`config.mk`:
```
export PLATFORM = sky130hd
export DESIGN_NAME = gcd_controller
export DESIGN_NICKNAME = d
export VERILOG_FILES = /design/src/rtl/gcd_controller.sv
export SDC_FILE = /design/constraint.sdc
export NUM_CORES = 1
export LEC_CHECK = 0
export CELL_PAD_IN_SITES_DETAIL_PLACEMENT = 1
export CELL_PAD_IN_SITES_GLOBAL_PLACEMENT = 1
export CORE_MARGIN = 5
export CORE_UTILIZATION = 38
export CTS_CLUSTER_DIAMETER = 200
export CTS_CLUSTER_SIZE = 14
export DETAILED_ROUTE_END_ITERATION = 10
export GPL_TIMING_DRIVEN = 0
export PLACE_DENSITY_LB_ADDON = 0.1
export SLEW_MARGIN = 20
export SYNTH_ARGS = -nofsm -noshare
export SYNTH_HDL_FRONTEND = slang
export SYNTH_SLANG_ARGS = --single-unit
```
`constraint.sdc`:
```
create_clock -name clk -period 4.1 [get_ports clk]
set_input_delay 1.025 -clock clk [delete_from_list [all_inputs] [get_ports clk]]
set_output_delay 1.025 -clock clk [all_outputs]
set_load 0.01 [all_outputs]
```
`src/rtl/gcd_controller.sv`:
```
// Control FSM for a subtract-and-compare GCD datapath: loads A then B over a shared
// bus, steps subtractions from the comparator flags, and holds done/err until acknowledged.
module gcd_controller #(
    parameter int MAX_ITER = 65535,
    parameter int CNT_W    = 16
) (
    input  logic             clk,
    input  logic             rst_n,
    input  logic             in_valid,
    output logic             in_ready,
    input  logic             out_ack,
    input  logic             lt,
    input  logic             gt,
    input  logic             eq,
    output logic             sel1,
    output logic             sel2,
    output logic             sel_in,
    output logic             ldA,
    output logic             ldB,
    output logic             done,
    output logic             err,
    output logic             busy,
    output logic [CNT_W-1:0] iter_count
);

    typedef enum logic [2:0] {
        S_IDLE,
        S_LDB,
        S_CMP,
        S_DONE,
        S_ERR
    } state_t;

    localparam logic [CNT_W-1:0] MAX_CNT = CNT_W'(MAX_ITER);

    state_t           state_q, state_d;
    logic [CNT_W-1:0] iter_count_q, iter_count_d;

    always_ff @(posedge clk or negedge rst_n) begin
        if (!rst_n) begin
            state_q      <= S_IDLE;
            iter_count_q <= '0;
        end else begin
            state_q      <= state_d;
            iter_count_q <= iter_count_d;
        end
    end

    // Loads are qualified with rst_n so nothing is written while reset is asserted.
    always_comb begin
        state_d      = state_q;
        iter_count_d = iter_count_q;
        in_ready     = 1'b0;
        sel1         = 1'b0;
        sel2         = 1'b0;
        sel_in       = 1'b0;
        ldA          = 1'b0;
        ldB          = 1'b0;
        done         = 1'b0;
        err          = 1'b0;
        busy         = 1'b0;

        case (state_q)
            S_IDLE: begin
                in_ready = 1'b1;
                if (in_valid && rst_n) begin
                    ldA          = 1'b1;
                    iter_count_d = '0;
                    state_d      = S_LDB;
                end
            end
            S_LDB: begin
                in_ready = 1'b1;
                busy     = 1'b1;
                if (in_valid && rst_n) begin
                    ldB     = 1'b1;
                    state_d = S_CMP;
                end
            end
            S_CMP: begin
                busy   = 1'b1;
                sel_in = 1'b1;
                if (eq) begin
                    state_d = S_DONE;
                end else if (gt || lt) begin
                    // The watchdog aborts before the step that would pass MAX_ITER.
                    if (iter_count_q >= MAX_CNT) begin
                        state_d = S_ERR;
                    end else begin
                        iter_count_d = iter_count_q + 1'b1;
                        if (gt) begin
                            sel1 = 1'b1;
                            ldA  = rst_n;
                        end else begin
                            sel2 = 1'b1;
                            ldB  = rst_n;
                        end
                    end
                end else begin
                    state_d = S_ERR;
                end
            end
            S_DONE: begin
                done = 1'b1;
                busy = 1'b1;
                if (out_ack) state_d = S_IDLE;
            end
            S_ERR: begin
                err  = 1'b1;
                busy = 1'b1;
                if (out_ack) state_d = S_IDLE;
            end
            default: begin
                state_d = S_IDLE;
            end
        endcase
    end

    assign iter_count = iter_count_q;

endmodule

```
==> out/metrics.cfg <==
[final_layout]
layout.nets=188
stdcell_area_sq_mm=0.00165
syn_to_final_growth_pct=35.1
fillers=368
antenna_cells=0
multiInputGateArea_sq_um=709
drive_gt1_share_pct=14.0
regArea_sq_um=475

[sta]
fin_crit_sh_pct=94.5
fmax_mhz=258
finalHoldViolCount=0
setup_viol=0
rsz0062_at_grt=false
setup_slack_ns=0.226
slew_headroom_pct=60.4
fin_tns_setup_ns=0
min_period_ns=3.87
fin_worst_skew_ns=0.00261
worstMarginPinSlew_ns=0.593
drv_slew=0

[floorplanning]
initial_core_util_pct=39.8
die_x_um=66.7
core_sq_mm=0.00308
dieHeight_um=66.7
dieArea_sq_mm=0.00445
ios=32
num_rows=20

[cts]
cts_buffers=3
clockBufferDepth=2
cts_root_buf=clkbuf_4
clkTransAtPathRegs_ns=0.12
clock-sinks=19
htree_num_levels=1
cts_tree=built
insertion_delay_ns=0.30

[setup_path]
startpoint=rst_n
regToRegStartpoint=iter_count[0]
cp-end-kind=output port
cp.required_ns=3.07
crit_path_max_fanout=24
crit_arrival_ns=2.85
r2r_slack_ns=2.06
r2r-end=state_q[0]
r2r_cells=7
path_class=primary input to output port
endpoint=ldA
cp-start-kind=primary input

[global_route]
grt_use_met3_pct=2.53
grt_max_degree=25
gr-usage-met1_pct=24.0
busiest_layer=met2
track_usage_pct=18.7
antenna_found_initial=0
grt_pass1_vias=1290
grt.overflow.total=0
use_met2_pct=31.6
grt_pass1_wl_um=6270

[power]
vdd_drop_max_v=0.000192
switchingPower_uw=284
clock_power_share_pct=14.6
internal_power_uw=405
comb_power_share_pct=51.0
sw_frac_of_total_pct=41.3
power_density_mw_per_mm2=417
design_power_total_uw=689
p_leak_uw=0.000712
pwr-share-seq_pct=34.4

[route]
ant_nets=0
wire_per_inst_um=17.0
num_vias=1274
viasPerCell=5.71
drcViolationCount=0
dr.pass1.iters=4
initialDrtViolationCount=78
routed_wl_um=3790

[synthesis]
synth.top_cell.area_share_pct=38.9
ys_dominant_reg_cell=dfrtp_1
synthTopCellsByCount=dfrtp_1, nand2_1, nor2_1
syn-cell-area_sq_mm=0.00122
synth.most_common_cell=dfrtp_1
yosysSeqAreaShare_pct=38.9
syn_nets=150
synth_edf_count=0
async_reset_ff_share_pct=100
synth_area_per_cell_sq_um=8.62
synth_seq_cells=19
ys_top_cells_by_area=dfrtp_1, a31oi_1, o21ai_1
ys_types=40
yosysWarnings=0
synth_top_area_cell=dfrtp_1
syn_inst=142

[min_path]
min_path_type=flip-flop to flip-flop
hold_depth=1

[flow_run]
maxCapViolations=0

[run_status]
outcome=complete, no violations

[placed_design]
gp_congestion=0.774
place_worst_setup_slack_ns=-0.439
place_area_sq_mm=0.00159
dp_hpwl_um=2770
port_buffers=31

-- how the worst min path moves through the flow --
| stage | slack (ns) | to | startpoint |
|---|---|---|---|
| after global routing | 0.54 | iter_count[9] | iter_count[9] |
| after CTS | 0.51 | iter_count[9] | iter_count[9] |
| final | 0.50 | iter_count[9] | iter_count[9] |
| after global placement | 0.48 | iter_count[9] | iter_count[9] |
| after floorplan | 0.51 | iter_count[15] | iter_count[15] |
| after detailed placement | 0.49 | iter_count[9] | iter_count[9] |
-- sequential cells by signal, summed over array words and instances, names as in the netlist --
signal and flops:
iter_count 16, state_q 3
-- per-layer routing --
metal,vias up,part of all wire [%]
li1,607,-
met1,635,47
met2,28,47
met3,4,4.1
met4,0,1.6
met5,-,0
-- final cells by class --
| cell class | count | area share (%) |
|---|---|---|
| clock buffer | 4 | 1.59 |
| buffer | 5 | 2.35 |
| inverter | 5 | 1.14 |
| timing repair buffer | 33 | 19.9 |
| multi-input combinational | 113 | 42.9 |
| sequential | 19 | 28.8 |
| tap | 44 | 3.33 |
-- stage by stage --
step           util (%)  hold slack (ns)  instances
5_1_grt            53.7            0.542        223
2_1_floorplan         -            0.515        142
3_5_place_dp       51.6            0.490        217
6_report           53.7            0.502        223
4_1_cts            53.0            0.506        222
3_3_place_gp       51.6            0.478        217
-- power groups by stage --
stage	combinational, uW	clock (uW)	sequential (uW)
2_1_floorplan	205	0	235
3_5_place_dp	341	0	237
5_1_grt	381	115	243
6_report	352	100	237
3_3_place_gp	331	0	236
4_1_cts	346	104	234
-- kinds of logic after synthesis --
| logic type | count (synthesis) | synth area share, % |
|---|---|---|
| AOI/OAI and AO/OA | 53 | 29.7 |
| xor gates and xnor gates | 1 | 0.716 |
| adders and majority gates | 1 | 1.02 |
| buffers and inverters | 10 | 4.70 |
| DFF | 19 | 38.9 |
| muxes | 1 | 0.818 |
| and+or+nand+nor | 57 | 24.2 |
-- what timing repair did --
action,CTS,global route
gates resized for setup,4,3
setup endpoints to repair,3,2
endpoints found under the hold margin,0,0
buffers inserted,1,1
hold buffers,0,0
pin swaps,0,1
gates cloned,0,0
-- worst max-delay path: stages --
cell,delay (ns)
clkdlybuf4s15_2,0.56
or3b_4,0.49
o21ba_2,0.24
clkdlybuf4s50_1,0.53
-- layout by cell type (no fill, tap or decap), types with 2 or more instances in the layout --
cell / n
nand2_1: 14
a21o_1: 3
nand4_1: 5
nor2_1: 14
o21ai_0: 9
o211ai_2: 2
o21ai_2: 4
and4_1: 2
buf_4: 3
o21ai_1: 11
clkbuf_4: 3
a21oi_1: 3
and3_1: 7
dfrtp_1: 19
o31ai_1: 2
a31oi_1: 10
nor3_1: 2
clkbuf_1: 2
clkdlybuf4s50_1: 29
nand3_1: 6
buf_6: 2
inv_1: 5
No activity file was read; power rests on OpenSTA's default activity.
